--- config.mk ---
export PLATFORM = sky130hd
export DESIGN_NAME = demultiplexor16_reg_flat
export DESIGN_NICKNAME = d
export VERILOG_FILES = /design/src/rtl/demultiplexor16_reg_if.sv /design/src/rtl/demultiplexor16_reg.sv /design/src/flat_wrapper.sv
export SDC_FILE = /design/constraint.sdc
export NUM_CORES = 1
export LEC_CHECK = 0
export ABC_CLOCK_PERIOD_IN_PS = 2440
export BUFFER_PORTS_ARGS = -buffer_cell sky130_fd_sc_hd__buf_2
export CORE_MARGIN = 2
export CORE_UTILIZATION = 40
export DETAILED_ROUTE_END_ITERATION = 10
export REMOVE_ABC_BUFFERS = 1
export SYNTH_ARGS = -nofsm -noshare
export SYNTH_HDL_FRONTEND = slang
export SYNTH_SLANG_ARGS = --single-unit
--- constraint.sdc ---
create_clock -name clk -period 2.44 [get_ports clk]
set_clock_uncertainty 0.15 [all_clocks]
set_input_delay 0.366 -clock clk [delete_from_list [all_inputs] [get_ports clk]]
set_output_delay 0.366 -clock clk [all_outputs]
set_load 0.01 [all_outputs]
--- src/rtl/demultiplexor16_reg_if.sv ---
// Bus bundle for the registered 1-to-16 write demultiplexer.
// The master drives write beats; the slave returns the sixteen holding registers and status.
interface demultiplexor16_reg_if #(
  parameter int BITS = 32
);
  logic [BITS-1:0] datoInput;
  logic [3:0]      selDato;
  logic            validIn;
  logic            burstStart;
  logic [3:0]      burstLen;
  logic            clear;

  logic [BITS-1:0] datoA, datoB, datoC, datoD, datoE, datoF, datoG, datoH;
  logic [BITS-1:0] datoI, datoJ, datoK, datoL, datoM, datoN, datoO, datoP;
  logic [15:0]     strobe;
  logic            busy;
  logic            burstDone;

  modport master (
    output datoInput, selDato, validIn, burstStart, burstLen, clear,
    input  datoA, datoB, datoC, datoD, datoE, datoF, datoG, datoH,
    input  datoI, datoJ, datoK, datoL, datoM, datoN, datoO, datoP,
    input  strobe, busy, burstDone
  );

  modport slave (
    input  datoInput, selDato, validIn, burstStart, burstLen, clear,
    output datoA, datoB, datoC, datoD, datoE, datoF, datoG, datoH,
    output datoI, datoJ, datoK, datoL, datoM, datoN, datoO, datoP,
    output strobe, busy, burstDone
  );
endinterface

--- src/rtl/demultiplexor16_reg.sv ---
// Registered 1-to-16 write demultiplexer with auto-incrementing bursts.
// Each accepted beat loads one holding register and raises a one-cycle strobe for it.
module demultiplexor16_reg #(
  parameter int BITS = 32
) (
  input  logic                 clk,
  input  logic                 rst,
  demultiplexor16_reg_if.slave bus
);

  typedef enum logic [0:0] {
    ST_IDLE  = 1'b0,
    ST_BURST = 1'b1
  } state_t;

  state_t          r_state;
  logic [3:0]      r_ptr;
  logic [3:0]      r_rem;
  logic [BITS-1:0] r_regs [16];
  logic [15:0]     r_strobe;
  logic            r_busy;
  logic            r_done;

  // Write steering, burst sequencing and registered status outputs
  always_ff @(posedge clk or negedge rst) begin
    if (!rst) begin
      r_state  <= ST_IDLE;
      r_ptr    <= 4'd0;
      r_rem    <= 4'd0;
      r_strobe <= 16'h0000;
      r_busy   <= 1'b0;
      r_done   <= 1'b0;
      for (int k = 0; k < 16; k++) begin
        r_regs[k] <= '0;
      end
    end else begin
      r_strobe <= 16'h0000;
      r_done   <= 1'b0;
      if (bus.clear) begin
        // clear wins over any beat and silently aborts a burst
        r_state <= ST_IDLE;
        r_busy  <= 1'b0;
        r_ptr   <= 4'd0;
        r_rem   <= 4'd0;
        for (int k = 0; k < 16; k++) begin
          r_regs[k] <= '0;
        end
      end else begin
        case (r_state)
          ST_IDLE: begin
            if (bus.validIn) begin
              r_regs[bus.selDato] <= bus.datoInput;
              r_strobe            <= 16'h0001 << bus.selDato;
              if (bus.burstStart) begin
                if (bus.burstLen == 4'd0) begin
                  r_done <= 1'b1;
                end else begin
                  r_ptr   <= bus.selDato + 4'd1;
                  r_rem   <= bus.burstLen;
                  r_state <= ST_BURST;
                  r_busy  <= 1'b1;
                end
              end else begin
                r_state <= ST_IDLE;
              end
            end else begin
              r_state <= ST_IDLE;
            end
          end
          ST_BURST: begin
            if (bus.validIn) begin
              r_regs[r_ptr] <= bus.datoInput;
              r_strobe      <= 16'h0001 << r_ptr;
              r_ptr         <= r_ptr + 4'd1;
              r_rem         <= r_rem - 4'd1;
              if (r_rem == 4'd1) begin
                r_state <= ST_IDLE;
                r_busy  <= 1'b0;
                r_done  <= 1'b1;
              end else begin
                r_state <= ST_BURST;
              end
            end else begin
              r_state <= ST_BURST;
            end
          end
          default: begin
            r_state <= ST_IDLE;
            r_busy  <= 1'b0;
          end
        endcase
      end
    end
  end

  assign bus.datoA     = r_regs[0];
  assign bus.datoB     = r_regs[1];
  assign bus.datoC     = r_regs[2];
  assign bus.datoD     = r_regs[3];
  assign bus.datoE     = r_regs[4];
  assign bus.datoF     = r_regs[5];
  assign bus.datoG     = r_regs[6];
  assign bus.datoH     = r_regs[7];
  assign bus.datoI     = r_regs[8];
  assign bus.datoJ     = r_regs[9];
  assign bus.datoK     = r_regs[10];
  assign bus.datoL     = r_regs[11];
  assign bus.datoM     = r_regs[12];
  assign bus.datoN     = r_regs[13];
  assign bus.datoO     = r_regs[14];
  assign bus.datoP     = r_regs[15];
  assign bus.strobe    = r_strobe;
  assign bus.busy      = r_busy;
  assign bus.burstDone = r_done;

endmodule

--- src/flat_wrapper.sv ---
// flat-port wrapper written by rule: the top's interface ports become plain ports
module demultiplexor16_reg_flat 
#(
  parameter int BITS = 32
)
  (clk, rst, bus_datoInput, bus_selDato, bus_validIn, bus_burstStart, bus_burstLen, bus_clear, bus_datoA, bus_datoB, bus_datoC, bus_datoD, bus_datoE, bus_datoF, bus_datoG, bus_datoH, bus_datoI, bus_datoJ, bus_datoK, bus_datoL, bus_datoM, bus_datoN, bus_datoO, bus_datoP, bus_strobe, bus_busy, bus_burstDone);
  demultiplexor16_reg_if #(.BITS(BITS)) bus_i ();
  input  logic clk;
  input  logic rst;
  input wire logic [$bits(bus_i.datoInput)-1:0] bus_datoInput;
  input wire logic [$bits(bus_i.selDato)-1:0] bus_selDato;
  input wire logic [$bits(bus_i.validIn)-1:0] bus_validIn;
  input wire logic [$bits(bus_i.burstStart)-1:0] bus_burstStart;
  input wire logic [$bits(bus_i.burstLen)-1:0] bus_burstLen;
  input wire logic [$bits(bus_i.clear)-1:0] bus_clear;
  output wire logic [$bits(bus_i.datoA)-1:0] bus_datoA;
  output wire logic [$bits(bus_i.datoB)-1:0] bus_datoB;
  output wire logic [$bits(bus_i.datoC)-1:0] bus_datoC;
  output wire logic [$bits(bus_i.datoD)-1:0] bus_datoD;
  output wire logic [$bits(bus_i.datoE)-1:0] bus_datoE;
  output wire logic [$bits(bus_i.datoF)-1:0] bus_datoF;
  output wire logic [$bits(bus_i.datoG)-1:0] bus_datoG;
  output wire logic [$bits(bus_i.datoH)-1:0] bus_datoH;
  output wire logic [$bits(bus_i.datoI)-1:0] bus_datoI;
  output wire logic [$bits(bus_i.datoJ)-1:0] bus_datoJ;
  output wire logic [$bits(bus_i.datoK)-1:0] bus_datoK;
  output wire logic [$bits(bus_i.datoL)-1:0] bus_datoL;
  output wire logic [$bits(bus_i.datoM)-1:0] bus_datoM;
  output wire logic [$bits(bus_i.datoN)-1:0] bus_datoN;
  output wire logic [$bits(bus_i.datoO)-1:0] bus_datoO;
  output wire logic [$bits(bus_i.datoP)-1:0] bus_datoP;
  output wire logic [$bits(bus_i.strobe)-1:0] bus_strobe;
  output wire logic [$bits(bus_i.busy)-1:0] bus_busy;
  output wire logic [$bits(bus_i.burstDone)-1:0] bus_burstDone;
  assign bus_i.datoInput = bus_datoInput;
  assign bus_i.selDato = bus_selDato;
  assign bus_i.validIn = bus_validIn;
  assign bus_i.burstStart = bus_burstStart;
  assign bus_i.burstLen = bus_burstLen;
  assign bus_i.clear = bus_clear;
  assign bus_datoA = bus_i.datoA;
  assign bus_datoB = bus_i.datoB;
  assign bus_datoC = bus_i.datoC;
  assign bus_datoD = bus_i.datoD;
  assign bus_datoE = bus_i.datoE;
  assign bus_datoF = bus_i.datoF;
  assign bus_datoG = bus_i.datoG;
  assign bus_datoH = bus_i.datoH;
  assign bus_datoI = bus_i.datoI;
  assign bus_datoJ = bus_i.datoJ;
  assign bus_datoK = bus_i.datoK;
  assign bus_datoL = bus_i.datoL;
  assign bus_datoM = bus_i.datoM;
  assign bus_datoN = bus_i.datoN;
  assign bus_datoO = bus_i.datoO;
  assign bus_datoP = bus_i.datoP;
  assign bus_strobe = bus_i.strobe;
  assign bus_busy = bus_i.busy;
  assign bus_burstDone = bus_i.burstDone;
  demultiplexor16_reg #(.BITS(BITS)) u_core (.clk(clk), .rst(rst), .bus(bus_i));
endmodule
# Word level (Yosys, flattened, before mapping)
# Cells that the tools add are included.
[word_totals] output_inout_bits=530 register_bits=539 elab_cells=93 inputBits=45
[op_classes] reduce_logical=6 eq_ne=6 muxes=47 n_bitwise=3 order_cmp=4 shift=2 n_addsub=3
[op_table] operator="$mux 512" n=3
[op_table] operator="$bwmux 512" n=2
[op_table] operator="$pmux 512 s2" n=1
[op_table] operator="$demux 32 s4" n=2
[op_table] operator="$mux 32" n=2
[op_table] operator="$mux 16" n=3
[op_table] operator="$mux 4" n=10
[op_table] operator="$pmux 16 s2" n=1
[op_table] operator="$shl 1x4->16 const A" n=2
[op_table] operator="$mux 1" n=18
[op_table] operator="$pmux 4 s2" n=2
[op_table] operator="$ne 3x3->1 const B" n=5
[op_table] operator="$ge 5x5->1 const B" n=2
[op_table] operator="$lt 5x1->1 const B" n=2
[op_table] operator="$not 4->5" n=2
[op_table] operator="$add 4x1->4 const B" n=2
[op_table] operator="$pmux 1 s2" n=3
[op_table] operator="$reduce_and 5->1" n=1
[op_table] operator="$eq 4x1->1 const B" n=1
[op_table] operator="$logic_not 4->1" n=1
[op_table] operator="$reduce_and 4->1" n=1
[op_table] operator="$sub 4x1->4 const B" n=1
[op_table] operator="$logic_and 1x1->1" n=2
[op_table] operator="$reduce_and 2->1" n=1
[op_table] operator="$not 1->1" n=1

# Depth between registers and ports, before layout
# Gate-level depths: netlist of the first run.
[logic_depth] ltp_word=9 mapped_depth=10 depth_no_buf=7

# Worst setup path after synthesis of the first run
# Ideal clock, no wire load.
[synth_path] path_kind="reg2reg" startpoint="reg u_core.r_state" endpoint="reg u_core.r_ptr[2]" period_less_slack_ns=2.085 path_buffers=3 required_ns=2.155 setup_ns=0.135 stages_incl_launch_ff=10 t_arrival_ns=1.800 setup_slack_ns=0.355 path_cell_list="dfrtp_1 buf_6 buf_2 buf_1 o21ai_0 ha_1 nor3_1 a31oi_1 o311ai_0 nor3_1"
[synth_via] elab_chain_len=3 elab_cells_between_ends=8 cone_classes="4 x eq/ne; 2 x mux; 1 x bitwise; 1 x reduce/logical"
[synth_lines] element="start, declared" line_no="demultiplexor16_reg.sv:16" source="state_t r_state;"
[synth_lines] element="start signal, assigned" line_no="demultiplexor16_reg.sv:27" source="r_state <= ST_IDLE;"
[synth_lines] element="start signal, assigned" line_no="demultiplexor16_reg.sv:41" source="r_state <= ST_IDLE;"
[synth_lines] element="start signal, assigned" line_no="demultiplexor16_reg.sv:60" source="r_state <= ST_BURST;"
[synth_lines] element="$not 1->1" line_no="demultiplexor16_reg.sv:49" source="case (r_state)"
[synth_lines] element="$ne 3x3->1 (no source line) / $pmux 4 s2 (equally long branches)"
[synth_lines] element="$reduce_and 4->1 (no source line) / $mux 4 (equally long branches)"
[synth_lines] element="end signal, assigned" line_no="demultiplexor16_reg.sv:58" source="r_ptr <= bus.selDato + 4'd1;"
[synth_lines] element="end signal, assigned" line_no="demultiplexor16_reg.sv:74" source="r_ptr <= r_ptr + 4'd1;"
[synth_lines] element="end, declared" line_no="demultiplexor16_reg.sv:17" source="logic [3:0] r_ptr;"
# Several ways; a longest one is shown, not always the timed one.
# A chain may end at the register's enable or synchronous reset.

# Final worst setup path of the first run
[layout_path] startpoint="reg u_core.r_state" endpoint="reg u_core.r_regs (netlist bit u_core.bus.datoD[28])"
[layout_via] elab_chain_len=3 elab_cells_between_ends=6 cone_classes="2 x eq/ne; 2 x mux; 1 x bitwise; 1 x reduce/logical"
[layout_lines] element="$not 1->1" line_no="demultiplexor16_reg.sv:49"
[layout_lines] element="$pmux 512 s2 / $ne 3x3->1 (equally long branches)"
[layout_lines] element="$mux 512 / $reduce_and 2->1 (equally long branches)"
[layout_lines] element="end signal, assigned by index" line_no="demultiplexor16_reg.sv:52" source="r_regs[bus.selDato] <= bus.datoInput;"
[layout_lines] element="end signal, assigned by index" line_no="demultiplexor16_reg.sv:72" source="r_regs[r_ptr] <= bus.datoInput;"
[layout_lines] element="end, declared" line_no="demultiplexor16_reg.sv:19" source="logic [BITS-1:0] r_regs [16];"
# Several ways; a longest one is shown, not always the timed one.

==> results of run 1 <==
[per-stage QoR]
| step | setup WS, ns | hold slack (ns) |
|---|---|---|
| floorplan | -0.892 | -0.0796 |
| detailed placement | -0.142 | 0.129 |
| finish | 0.156 | 0.0223 |
| global route | 0.00474 | 0.0279 |
| CTS | 0.102 | 0.00434 |
| global placement | -0.115 | 0.127 |
[power by group]
part           switching (uW)  total [uW]  leakage [uW]  internal, uW
clock network            3650        8830      0.000943          5180
logic                    1540        2440       0.00744           897
registers                 282        9680       0.00725          9390
[cell families (layout without fill, tap and decap cells)]
kind of cell | after synthesis | count (layout) | synth area share
adder cells (fa/ha/maj) | 3 | 3 | 0.00169
AO/OA/AOI/OAI | 311 | 311 | 0.0907
other | 0 | 2 | 0
buffers and inverters | 194 | 859 | 0.0482
multiplexers | 258 | 258 | 0.118
flip-flops | 539 | 539 | 0.607
XOR/XNOR | 1 | 1 | 0.000394
AND/OR/NAND/NOR | 602 | 602 | 0.134
[what timing repair did]
item,CTS,global route
endpoints found under the hold margin,434,0
setup endpoints to repair,105,0
buffers inserted,0,0
gates resized for setup,1,0
hold buffers,11,0
[area by class of cell]
type	count	area (um2)
multi-input cells	1175	7710
well taps	748	936
diodes	2	5.00
fillers	4954	26500
inverters	37	139
flip-flops and latches	539	13500
clock inverters	23	273
clock buffers	82	1630
repair buffers	717	4330
[Yosys cell counts, types with 15 or more instances]
master and count:
sky130_fd_sc_hd__inv_1 37, sky130_fd_sc_hd__nand2b_1 231, sky130_fd_sc_hd__o21ai_0 122, sky130_fd_sc_hd__nand2_1 270, sky130_fd_sc_hd__nor2_1 57, sky130_fd_sc_hd__buf_2 42
sky130_fd_sc_hd__o21ai_1 87, sky130_fd_sc_hd__dfrtp_1 539, sky130_fd_sc_hd__o21ai_2 43, sky130_fd_sc_hd__mux2_2 31, sky130_fd_sc_hd__o31ai_1 15, sky130_fd_sc_hd__mux2i_1 226
sky130_fd_sc_hd__clkbuf_1 63, sky130_fd_sc_hd__buf_6 30
[metal layers]
metal  GRT usage  wire, um  vias to the layer above
li1            -         -                     7615
met2       0.421     36200                      514
met4      0.0778      2130                        0
met3      0.0589      4800                      105
met1       0.333     31300                     8417
met5           0         0                        -
[critical path, delay by kind of cell, from the launching register on]
kind            cells  cell delay, ns
simple gates        2            0.36
compound gates      1            0.12
buf+inv             2            0.83
flops               1            0.43
mux                 1            0.27
[worst paths after layout]
path,from,end,slack (ns),cells past startpoint
max,u_core.r_state,u_core.bus.datoD[28],0.16,6
min,bus_datoInput[10],u_core.bus.datoF[10],0.02,3
max reg2reg,u_core.r_state,u_core.bus.datoD[28],0.16,6
min reg2reg,u_core.bus.datoE[0],u_core.bus.datoE[0],0.32,2
max in group asynchronous,rst,u_core.bus.datoG[27],1.16,4
min in group asynchronous,rst,u_core.bus.strobe[14],0.11,2
==> impl_summary.md, run 1 <==
Run status
The run finished with clean final reports.

CTS
The clock latency reported for the late side of the worst-skew pair is 0.60 ns. Clock tree synthesis inserted a total of 57 buffers. In this run the deepest clock path goes through 3 buffers.

The clock edge transition at the registers on the reported setup and hold paths is 0.06 ns. The H-tree generated during clock tree synthesis spans 2 levels. TritonCTS built the clock tree. CTS saw 539 sinks.

CTS placed an instance of sky130_fd_sc_hd__clkbuf_16 at the clock tree root.

Timing
The worst pin sits at a relative slew slack of 0.461. The final number of max-transition violations is 0. The slew at the pin closest to its max-slew limit is 0.808 ns.

Setup violations remaining at the end of the flow were counted as 0. Setup repair after global routing left no endpoint under its margin. The period utilization is 0.936. The total negative slack is 0 ns.

The maximum achievable frequency is 438 MHz. For the finished layout, the period the worst path requires is 2.28 ns. The total count of hold-check failures in the final report is 0.

Synthesis
The synthesized netlist cell count is 1908. The largest total area in the synthesized netlist belongs to sky130_fd_sc_hd__dfrtp_1. The post-synthesis instance area is 22200 um2.

The count of yosys warnings during synthesis is 0. In this run, synthesis inferred 0 flip-flops with an integrated enable. Averaged over all synthesized cells, the footprint is 11.7 um2. The portion of synthesized cell area occupied by the leading cell type is 0.607. The most used flip-flop cell after synthesis is sky130_fd_sc_hd__dfrtp_1. After synthesis, the share of flip-flops with an asynchronous set or reset is 1.00. The synthesized design contains 539 register bits.

By area the synthesized netlist is led by sky130_fd_sc_hd__dfrtp_1, sky130_fd_sc_hd__mux2i_1, sky130_fd_sc_hd__nand2b_1, sky130_fd_sc_hd__nand2_1, sky130_fd_sc_hd__o21ai_0. The portion of the post-synthesis area used by sequential elements is 0.607. In this run, distinct cell masters in the synthesized netlist total 56.

Floorplan
The placeable core area is 55000 um2. The die covers 57500 um2. The initial cell density of the core is 0.404.

The die extent in y is 240 um. The number of top-level pins is 575. The die is 240 um wide. The cell row count is 86.

Global routing
The first global-routing pass estimated 109 mm of wire. Entering global routing, the biggest net connects 93 pins. The total routing resource utilization after global routing is 0.255. Global routing finished with a remaining overflow of 0.

The number of global-route vias before repair came to 16900. The number of antenna violations at the first check in global routing came to 3.

Power
In this run the power density over the cells is 735 nW/um2. The maximum VDD drop is 0.534 mV. The completed layout was analyzed and its total power is 20900 uW.

The static leakage power is 0.0156 uW.

Finish
The end-of-flow core utilization is 0.519. The count of placed standard cells in the final layout, fillers left out is 3323. The final instance area is 28500 um2. Leaving out fill and tap cells, the most frequent cell in the layout is sky130_fd_sc_hd__buf_2. The library cells used most frequently in the layout, excluding fill and tap cells, are sky130_fd_sc_hd__buf_2, sky130_fd_sc_hd__dfrtp_1, sky130_fd_sc_hd__nand2_1, sky130_fd_sc_hd__nand2b_1, sky130_fd_sc_hd__mux2i_1.

In the final layout, the share of cells above drive strength 1 is 0.347. From synthesis to final layout, the design area changed by 28.3%. The net count of the finished layout is 2575.

Worst setup path
Of all nets on the critical path, the largest fanout is 22. The kind of capture point of the worst setup path is a flip-flop. In this design, the stage delay of the slowest critical-path cell is 0.54 ns. The cell type with the highest occurrence count on the critical path is sky130_fd_sc_hd__buf_4.

Traced cell by cell, the critical path runs through buf_4 -> nand3b_1 -> o32ai_1 -> nand2_2 -> buf_4 -> mux2i_1. The worst setup path is launched from a flip-flop. The data required time at the worst endpoint is 2.81 ns. The critical-path cell with the highest stage delay is sky130_fd_sc_hd__buf_4. The type of the worst setup path is flip-flop to flip-flop. At the worst endpoint, the arrival time is 2.65 ns.

Routing
The DRC violations left is 0. The average vias per placed instance is 5.01. The routed wire length is 74.4 mm. In this run, the number of DRC markers left after iteration 0 of detailed routing was 1109. The wire length per cell is 22.4 um. For this block, the via count after detailed routing is 16700. Once detail routing completed, the nets flagged for antenna violations numbered 0.

The first detailed-routing pass took 5 iterations.

Placed design
Buffers placed on the I/O ports in this run total 574. After detailed placement, the design holds a cell count of 3205. The congestion estimate from routability-driven global placement came to 0.817. After legalization and detailed placement, the total HPWL measured 51.5 mm. The placed instances occupy a cell area of 26500 um2.

Hold path
The worst min-delay path class is primary input to flip-flop.

Flow run
Across the run, the number of max-cap violations was 0.
No activity file was read; power rests on OpenSTA's default activity.
==> run 2: changes to the inputs <==
- ABC_AREA: unset -> 1
==> run 2 against run 1 <==
Against the previous run:
- combinational power is 7% higher
- power is 0.73% higher
- largest cell class unchanged
- routed wire length is 17% higher
- critical path type unchanged
==> impl_summary.md, run 2 <==
CTS
The number of levels in the clock H-tree is 2 (unchanged). The number of buffers on the longest clock path was 3 (unchanged). The clock tree from TritonCTS is yes (unchanged). The post-CTS setup-driven buffer insertion count is 0 (unchanged). The number of buffers added by the clock tree synthesis step is 58 (was 57). The clock latency reported for the late side of the worst-skew pair is 0.60 ns (about the same). The CTS root buffer was sky130_fd_sc_hd__clkbuf_16 (unchanged). The sink count of the clock tree is 539 (unchanged). The clock edge transition at the registers on the reported setup and hold paths is 0.06 ns (about the same).

Routing
The routed length on met1 is 37.1 mm (was 31.3 mm). The DRC violations left is 0 (unchanged). The average vias per placed instance is 5.19 (was 5.01). The number of detailed-route iterations in the first pass is 6 (was 5). The detailed-routed wire length on met2 is 40.1 mm (was 36.2 mm). The number of nets still failing antenna checks after routing came to 0 (unchanged). The detailed-routed wire length on met3 is 6.95 mm (was 4.80 mm).

The wire length per cell is 21.9 um (was 22.4 um). The top routing layer in use is met4 (unchanged). The overall via count from detail_route is 20700 (was 16700). The starting DRC count in detailed routing is 1799 (was 1109). The routed wire length was 87.5 mm (was 74.4 mm).

Synthesis
The number of synthesized register bits was 539 (unchanged). Top cells by instance count after synthesis: sky130_fd_sc_hd__nand2_1, sky130_fd_sc_hd__dfrtp_1, sky130_fd_sc_hd__nand3_1 (was sky130_fd_sc_hd__dfrtp_1, sky130_fd_sc_hd__nand2_1, sky130_fd_sc_hd__nand2b_1). Top cells by area, synth: sky130_fd_sc_hd__dfrtp_1, sky130_fd_sc_hd__nand2_1, sky130_fd_sc_hd__nand3_1, sky130_fd_sc_hd__a21oi_1, sky130_fd_sc_hd__o21ai_1 (was sky130_fd_sc_hd__dfrtp_1, sky130_fd_sc_hd__mux2i_1, sky130_fd_sc_hd__nand2b_1, sky130_fd_sc_hd__nand2_1, sky130_fd_sc_hd__o21ai_0). The leading area contributor after synthesis is sky130_fd_sc_hd__dfrtp_1 (unchanged). The most used flip-flop cell after synthesis is sky130_fd_sc_hd__dfrtp_1 (unchanged). The count of flip-flops with a built-in enable after synthesis is 0 (unchanged). The count of different cell masters after synthesis came to 29 (was 56). The portion of the post-synthesis area used by sequential elements was 0.601 (was 0.607). The fraction of synthesis flops using an asynchronous set or reset pin came to 1.00 (unchanged). The portion of synthesized cell area occupied by the leading cell type is 0.601 (was 0.607). The synthesized netlist cell count is 2624 (was 1908). The post-synthesis instance area is 22400 um2 (was 22200 um2). The synthesized area divided by synthesized cell count is 8.55 um2 (was 11.7 um2).

The most common cell in the synthesized netlist is sky130_fd_sc_hd__nand2_1 (was sky130_fd_sc_hd__dfrtp_1). The count of yosys warnings during synthesis is 0 (unchanged).

Floorplan
The placeable core area is 55300 um2 (was 55000 um2). The horizontal extent of the die is 241 um (was 240 um). The area enclosed by the die boundary is 58000 um2 (was 57500 um2). The cell row count is 86 (unchanged). The initial cell density of the core came to 0.406 (was 0.404). The die extent in y is 241 um (was 240 um). The number of top-level pins is 575 (unchanged).

Finish
The most frequent standard cell in the layout excluding fill and tap cells is sky130_fd_sc_hd__nand2_1 (was sky130_fd_sc_hd__buf_2). The final net count came to 3244 (was 2575). The fraction of layout instances using a drive strength above 1 was 0.245 (was 0.347). Commonest non-fill, non-tap cells in the layout: sky130_fd_sc_hd__nand2_1, sky130_fd_sc_hd__buf_2, sky130_fd_sc_hd__dfrtp_1, sky130_fd_sc_hd__nand3_1 (was sky130_fd_sc_hd__buf_2, sky130_fd_sc_hd__dfrtp_1, sky130_fd_sc_hd__nand2_1, sky130_fd_sc_hd__nand2b_1, sky130_fd_sc_hd__mux2i_1). The count of placed standard cells in the final layout, fillers left out is 3988 (was 3323). The number of fillers in the final layout is 5291 (was 4954). The area growth from synthesis to final layout is 28.4% (was 28.3%). The final instance area is 28800 um2 (was 28500 um2).

The end-of-flow core utilization is 0.521 (was 0.519).

Power
The power per standard cell area was 733 nW/um2 (was 735 nW/um2). The maximum VDD drop is 0.487 mV (was 0.534 mV). The internal power came to 15400 uW (was 15500 uW). The net load switching power came to 5750 uW (was 5480 uW).

The static leakage power came to 0.0163 uW (was 0.0156 uW). The overall power consumption is 21100 uW (was 20900 uW). The clock network power share is 0.428 (was 0.422). The proportion of power drawn by combinational gates is 0.124 (was 0.117). The switching power share of the total is 0.273 (was 0.261). The sequential cell fraction of total power was 0.448 (was 0.462).

Timing
The total count of hold-check failures in the final report is 0 (unchanged). The minimum period implied by the final worst setup slack was 2.27 ns (was 2.28 ns). The maximum achievable frequency was 441 MHz (was 438 MHz). The slew at the pin closest to its max-slew limit is 0.736 ns (was 0.808 ns). The period utilization is 0.929 (was 0.936). The number of endpoints failing setup at the final stage came to 0 (unchanged).

The relative slew slack is 0.509 (was 0.461). The final number of max-transition violations is 0 (unchanged). RSZ-0062 raised after global routing: no (unchanged). The final worst setup slack came to 0.172 ns (was 0.156 ns).

Global routing
The number of global-route vias before repair was 20100 (was 16900). The number of antenna violations at the first check in global routing is 3 (unchanged). The total routing resource utilization after global routing is 0.298 (was 0.255).

The maximum number of pins on one net before global-route repair is 125 (was 93). The wire length of the first global-routing pass is 129 mm (was 109 mm). The total global routing overflow is 0 (unchanged).

Hold path
The instance count along the most critical hold path is 6 (was 3). The worst min-delay path class is primary input to flip-flop (unchanged).

Placed design
The number of port buffers is 574 (unchanged). The HPWL reported at the end of detailed placement was 58.9 mm (was 51.5 mm). The weighted congestion reported at the end of routability-driven placement is 0.869 (was 0.817). The number of placed instances, taps included is 3847 (was 3205). The total cell area at the placement stage is 26500 um2 (unchanged). The worst slack after detailed placement is 0.0550 ns (was -0.142 ns).

Worst setup path
The depth of the worst register-to-register path came to 8 (was 6). The type of the worst setup path is flip-flop to flip-flop (unchanged). The kind of capture point of the worst setup path is a flip-flop (unchanged). The biggest fanout along the worst timing path came to 15 (was 22). The data required time at the worst endpoint is 2.84 ns (was 2.81 ns).

The critical path arrival was 2.67 ns (was 2.65 ns). The startpoint type of the worst setup path is a flip-flop (unchanged).

Run status
Status: completed (unchanged).

Flow run
The total of max-cap violations is 0 (unchanged).
-- run 2: cell count changes after synthesis, moves of 39 or more --
cell / previous run / this run
sky130_fd_sc_hd__nand2_1: 270 / 1206
sky130_fd_sc_hd__nand2b_1: 231 / 0
sky130_fd_sc_hd__mux2i_1: 226 / 0
sky130_fd_sc_hd__nand3_1: 4 / 226
sky130_fd_sc_hd__a21oi_1: 8 / 109
sky130_fd_sc_hd__buf_2: 42 / 103
sky130_fd_sc_hd__o21ai_2: 43 / 3
sky130_fd_sc_hd__nand4_1: 1 / 40
-- run 2: area by class of cell --
cell class / count / area (um2) / share of cell area
sequential: 539 / 13500 / 0.468
multi-input combinational: 1842 / 7940 / 0.276
timing repair buffer: 698 / 4270 / 0.148
clock buffer: 86 / 1730 / 0.0600
tap: 748 / 936 / 0.0325
inverter: 57 / 216 / 0.00751
clock inverter: 15 / 214 / 0.00743
antenna: 3 / 7.51 / 0.000261
-- run 2: power by group through the flow --
stage                     Combinational (uW)  Clock [uW]  Sequential, uW
after floorplan                          852           0            9730
after global placement                  2560           0            9600
after detailed placement                2580           0            9610
after CTS                               2630        9160            9450
after global routing                    2830        9530            9490
final                                   2610        9030            9460
-- run 2: cells by family after synthesis --
group / count (synthesis) / synth area share
xor gates and xnor gates: 2 / 0.000781
DFF: 539 / 0.601
and+or+nand+nor: 1518 / 0.274
buffers and inverters: 243 / 0.0497
AOI/OAI and AO/OA: 319 / 0.0721
adders and majority gates: 3 / 0.00167
-- run 2: stage by stage --
stage	hold WS, ns	TNS, ns
2_1_floorplan	-0.0796	-334.92
4_1_cts	0.0354	0
3_5_place_dp	0.194	0
3_3_place_gp	0.190	-0.00383
6_report	0.0645	0
5_1_grt	0.0701	0
-- run 2: metal layers --
| metal | vias up | track usage |
|---|---|---|
| met5 | - | 0 |
| met4 | 0 | 0.111 |
| met1 | 10000 | 0.410 |
| li1 | 9548 | - |
| met3 | 169 | 0.0606 |
| met2 | 934 | 0.468 |
-- run 2: worst max-delay path, stage by stage, from the launching register on --
cell and delay (ns):
sky130_fd_sc_hd__dfrtp_2 0.50, sky130_fd_sc_hd__inv_1 0.16, sky130_fd_sc_hd__nand2_1 0.10, sky130_fd_sc_hd__nor2_2 0.12
sky130_fd_sc_hd__nand2_2 0.29, sky130_fd_sc_hd__buf_12 0.28, sky130_fd_sc_hd__a21oi_1 0.40, sky130_fd_sc_hd__nand2_1 0.11
sky130_fd_sc_hd__nand2_1 0.08
-- run 2: what timing repair did --
action | CTS | global route
resized for setup | 0 | 1
endpoints found under the setup margin | 0 | 2
hold buffers | 37 | 0
endpoints found under the hold margin | 340 | 0
-- run 2: path summary, 6_finish.rpt --
kind | endpoint | slack (ns) | from
setup / recovery | u_core.bus.datoN[21] | 0.17 | u_core.r_state
hold / removal | u_core.bus.burstDone | 0.06 | bus_burstLen[3]
setup reg to reg | u_core.bus.datoN[21] | 0.17 | u_core.r_state
hold reg to reg | u_core.bus.datoF[18] | 0.31 | u_core.bus.datoF[18]
max in group asynchronous | u_core.bus.datoD[27] | 1.13 | rst
min in group asynchronous | u_core.bus.datoG[31] | 0.12 | rst
==> run 3: changes to the inputs <==
- ABC_CLOCK_PERIOD_IN_PS: 2440 -> 2400
- clock period: 2.44 -> 2.4 ns (I/O delays scaled with it)
==> run 3 against run 2 <==
Against the previous run:
- critical endpoint is now u_core.bus.datoC[16]
- sequential share of layout area down 0.10 points
- sequential power up 2%
- critical path type is now primary input to flip-flop
- largest power group unchanged
- highest routed layer unchanged
- setup slack better by 0.084 ns
- combinational power up 2%
- via count up 0.80%
- cell count up 0.28%
- first-iteration DRC count down 9.4%
- power up 0.51%
- flip-flop and latch count unchanged
==> impl_summary.md, run 3 (synthesis gave the netlist of run 2 again) <==
Worst setup path
The internal reg-to-reg setup slack came to 0.28 ns (was 0.17 ns). The critical register-to-register path endpoint is u_core.bus.datoL[16] (was u_core.bus.datoN[21]). The type of the worst setup path is primary input to flip-flop (was flip-flop to flip-flop). The startpoint of the worst register-to-register path is u_core.r_state (unchanged). The depth of the worst register-to-register path is 7 (was 8). The biggest fanout along the worst timing path is 69 (was 15).

The critical path arrival is 2.51 ns (was 2.67 ns). The startpoint type of the worst setup path is a primary input (was flip-flop). The kind of capture point of the worst setup path is a flip-flop (unchanged). The data required time at the worst endpoint is 2.77 ns (was 2.84 ns).

Floorplan
The cell row count is 86 (unchanged). The number of top-level pins is 575 (unchanged). The area enclosed by the die boundary is 58000 um2 (unchanged).

The initial cell density of the core is 0.406 (unchanged). The die extent in y is 241 um (unchanged). The horizontal extent of the die came to 241 um (unchanged). The placeable core area is 55300 um2 (unchanged).

CTS
The number of buffers added by the clock tree synthesis step is 56 (was 58). The clock tree from TritonCTS is yes (unchanged). The number of buffers on the longest clock path was 3 (unchanged). The number of levels in the clock H-tree is 2 (unchanged). The clock latency reported for the late side of the worst-skew pair was 0.61 ns (was 0.60 ns).

The CTS root buffer was sky130_fd_sc_hd__clkbuf_16 (unchanged). The sink count of the clock tree came to 539 (unchanged). The clock edge transition at the registers on the reported setup and hold paths is 0.06 ns (about the same).

Finish
The fraction of layout instances using a drive strength above 1 is 0.247 (was 0.245). The area growth from synthesis to final layout is 28.7% (was 28.4%). The final instance area is 28900 um2 (was 28800 um2). The most frequent standard cell in the layout excluding fill and tap cells is sky130_fd_sc_hd__nand2_1 (unchanged).

The final net count came to 3250 (was 3244). Commonest non-fill, non-tap cells in the layout: sky130_fd_sc_hd__nand2_1, sky130_fd_sc_hd__buf_2, sky130_fd_sc_hd__dfrtp_1, sky130_fd_sc_hd__nand3_1 (unchanged).

Routing
The number of detailed-route iterations in the first pass is 5 (was 6). The overall via count from detail_route is 20900 (was 20700). The DRC violations left is 0 (unchanged). The average vias per placed instance is 5.22 (was 5.19).

The number of nets still failing antenna checks after routing is 0 (unchanged). The starting DRC count in detailed routing is 1630 (was 1799). The routed wire length is 86.4 mm (was 87.5 mm). The wire length per cell is 21.6 um (was 21.9 um).

Placed design
The HPWL reported at the end of detailed placement is 58.9 mm (about the same). The number of port buffers is 574 (unchanged). The weighted congestion reported at the end of routability-driven placement was 0.883 (was 0.869). The total cell area at the placement stage is 26600 um2 (was 26500 um2). The worst slack after detailed placement is 0.209 ns (was 0.0550 ns).

Global routing
The met2 usage is 0.475 (was 0.468). The wire length of the first global-routing pass came to 128 mm (was 129 mm). The global routing usage on met3 is 0.0607 (was 0.0606).

The total global routing overflow is 0 (unchanged). The number of antenna violations at the first check in global routing is 3 (unchanged). The number of global-route vias before repair is 20100 (about the same). The most crowded layer after global routing is met2 (unchanged).

The maximum number of pins on one net before global-route repair is 85 (was 125). The total routing resource utilization after global routing came to 0.294 (was 0.298). The routing usage on met1 was 0.397 (was 0.410).

Timing
The slew at the pin closest to its max-slew limit was 0.587 ns (was 0.736 ns). The final worst setup slack is 0.256 ns (was 0.172 ns). The total count of hold-check failures in the final report is 0 (unchanged). The final number of max-transition violations came to 0 (unchanged). RSZ-0062 raised after global routing: no (unchanged).

Static timing analysis puts the maximum clock frequency at 466 MHz. The minimum period implied by the final worst setup slack is 2.14 ns. The period utilization is 0.893. The number of endpoints failing setup at the final stage is 0 (unchanged). The relative slew slack is 0.609 (was 0.509).

Flow run
The total of max-cap violations came to 0 (unchanged).

Power
The static leakage power is 0.0164 uW (was 0.0163 uW). The maximum VDD drop came to 0.493 mV (was 0.487 mV). The power per standard cell area was 735 nW/um2 (was 733 nW/um2).

Run status
Status: completed (unchanged).

Hold path
The endpoint of the worst hold path is u_core.r_rem[2] (was u_core.bus.burstDone). The worst min-delay path class is primary input to flip-flop (unchanged). The instance count along the most critical hold path came to 4 (was 6). The origin of the worst min-delay path is bus_burstLen[2] (was bus_burstLen[3]).
[run 3: cell count changes in the layout (fill, tap and decap cells not counted)]
| cell | change |
|---|---|
| sky130_fd_sc_hd__clkinvlp_4 | -1 |
| sky130_fd_sc_hd__buf_4 | +3 |
| sky130_fd_sc_hd__clkbuf_16 | -2 |
| sky130_fd_sc_hd__buf_12 | +4 |
| sky130_fd_sc_hd__dfrtp_2 | -1 |
| sky130_fd_sc_hd__dlygate4sd3_1 | +1 |
| sky130_fd_sc_hd__bufinv_16 | -2 |
| sky130_fd_sc_hd__clkinv_2 | +3 |
| sky130_fd_sc_hd__dfrtp_1 | +1 |
| sky130_fd_sc_hd__clkbuf_8 | +2 |
| sky130_fd_sc_hd__inv_6 | +2 |
| sky130_fd_sc_hd__clkbuf_1 | -1 |
| sky130_fd_sc_hd__clkinv_4 | +1 |
| sky130_fd_sc_hd__diode_2 | +1 |
[run 3: area by class of cell]
type	instances	area [um2]
inverter	57	216
sequential	539	13500
multi-input combinational	1842	7940
fill	5286	26400
timing repair buffer	706	4380
antenna	4	10.0
clock inverter	18	188
clock buffer	85	1700
tap	748	936
[run 3: worst max-delay path: stages]
cell	delay, ns
sky130_fd_sc_hd__dlygate4sd3_1	0.54
sky130_fd_sc_hd__buf_2	0.21
sky130_fd_sc_hd__inv_4	0.12
sky130_fd_sc_hd__buf_12	0.26
sky130_fd_sc_hd__nand2_1	0.37
sky130_fd_sc_hd__inv_1	0.30
sky130_fd_sc_hd__nand2_1	0.08
sky130_fd_sc_hd__o21ai_0	0.17
[run 3: per-layer routing]
| metal | vias up | routed length (um) |
|---|---|---|
| met5 | - | 0 |
| met4 | 0 | 2940 |
| met3 | 149 | 7090 |
| met2 | 901 | 41000 |
| met1 | 10300 | 35400 |
| li1 | 9558 | - |
[run 3: worst max path at each step]
| stage | startpoint | to | slack, ns | cells after the start |
|---|---|---|---|---|
| after detailed placement | bus_clear | u_core.bus.datoA[2] | 0.21 | 8 |
| after CTS | bus_clear | u_core.bus.datoA[2] | 0.29 | 9 |
| after global placement | bus_clear | u_core.bus.datoA[13] | 0.25 | 8 |
| after global routing | u_core.r_state | u_core.bus.datoL[19] | 0.08 | 7 |
| final | bus_clear | u_core.bus.datoC[16] | 0.26 | 8 |
| after floorplan | bus_validIn | u_core.bus.datoF[0] | -2.31 | 6 |
[run 3: repair_timing]
| item | 4_1_cts | 5_1_grt |
|---|---|---|
| endpoints found under the setup margin | 0 | 0 |
| hold buffers | 38 | 0 |
| resized for setup | 0 | 0 |
| endpoints found under the hold margin | 294 | 0 |
| buffers inserted | 0 | 0 |
[run 3: stage by stage]
step	setup TNS [ns]	power, uW	utilization	std cells	hold WS, ns
floorplan	-352.78	10800	-	2438	-0.0856
global placement	0	12400	0.481	3854	0.206
detailed placement	0	12400	0.481	3854	0.221
CTS	0	21400	0.522	3995	0.0149
global route	0	22000	0.522	3998	0.0568
finish	0	21200	0.522	3999	0.0444
[run 3: power by group]
part           leakage (uW)  internal [uW]  switching [uW]
Clock              0.000941           5210            3730
Sequential          0.00744           9410             202
Combinational       0.00799            742            1930
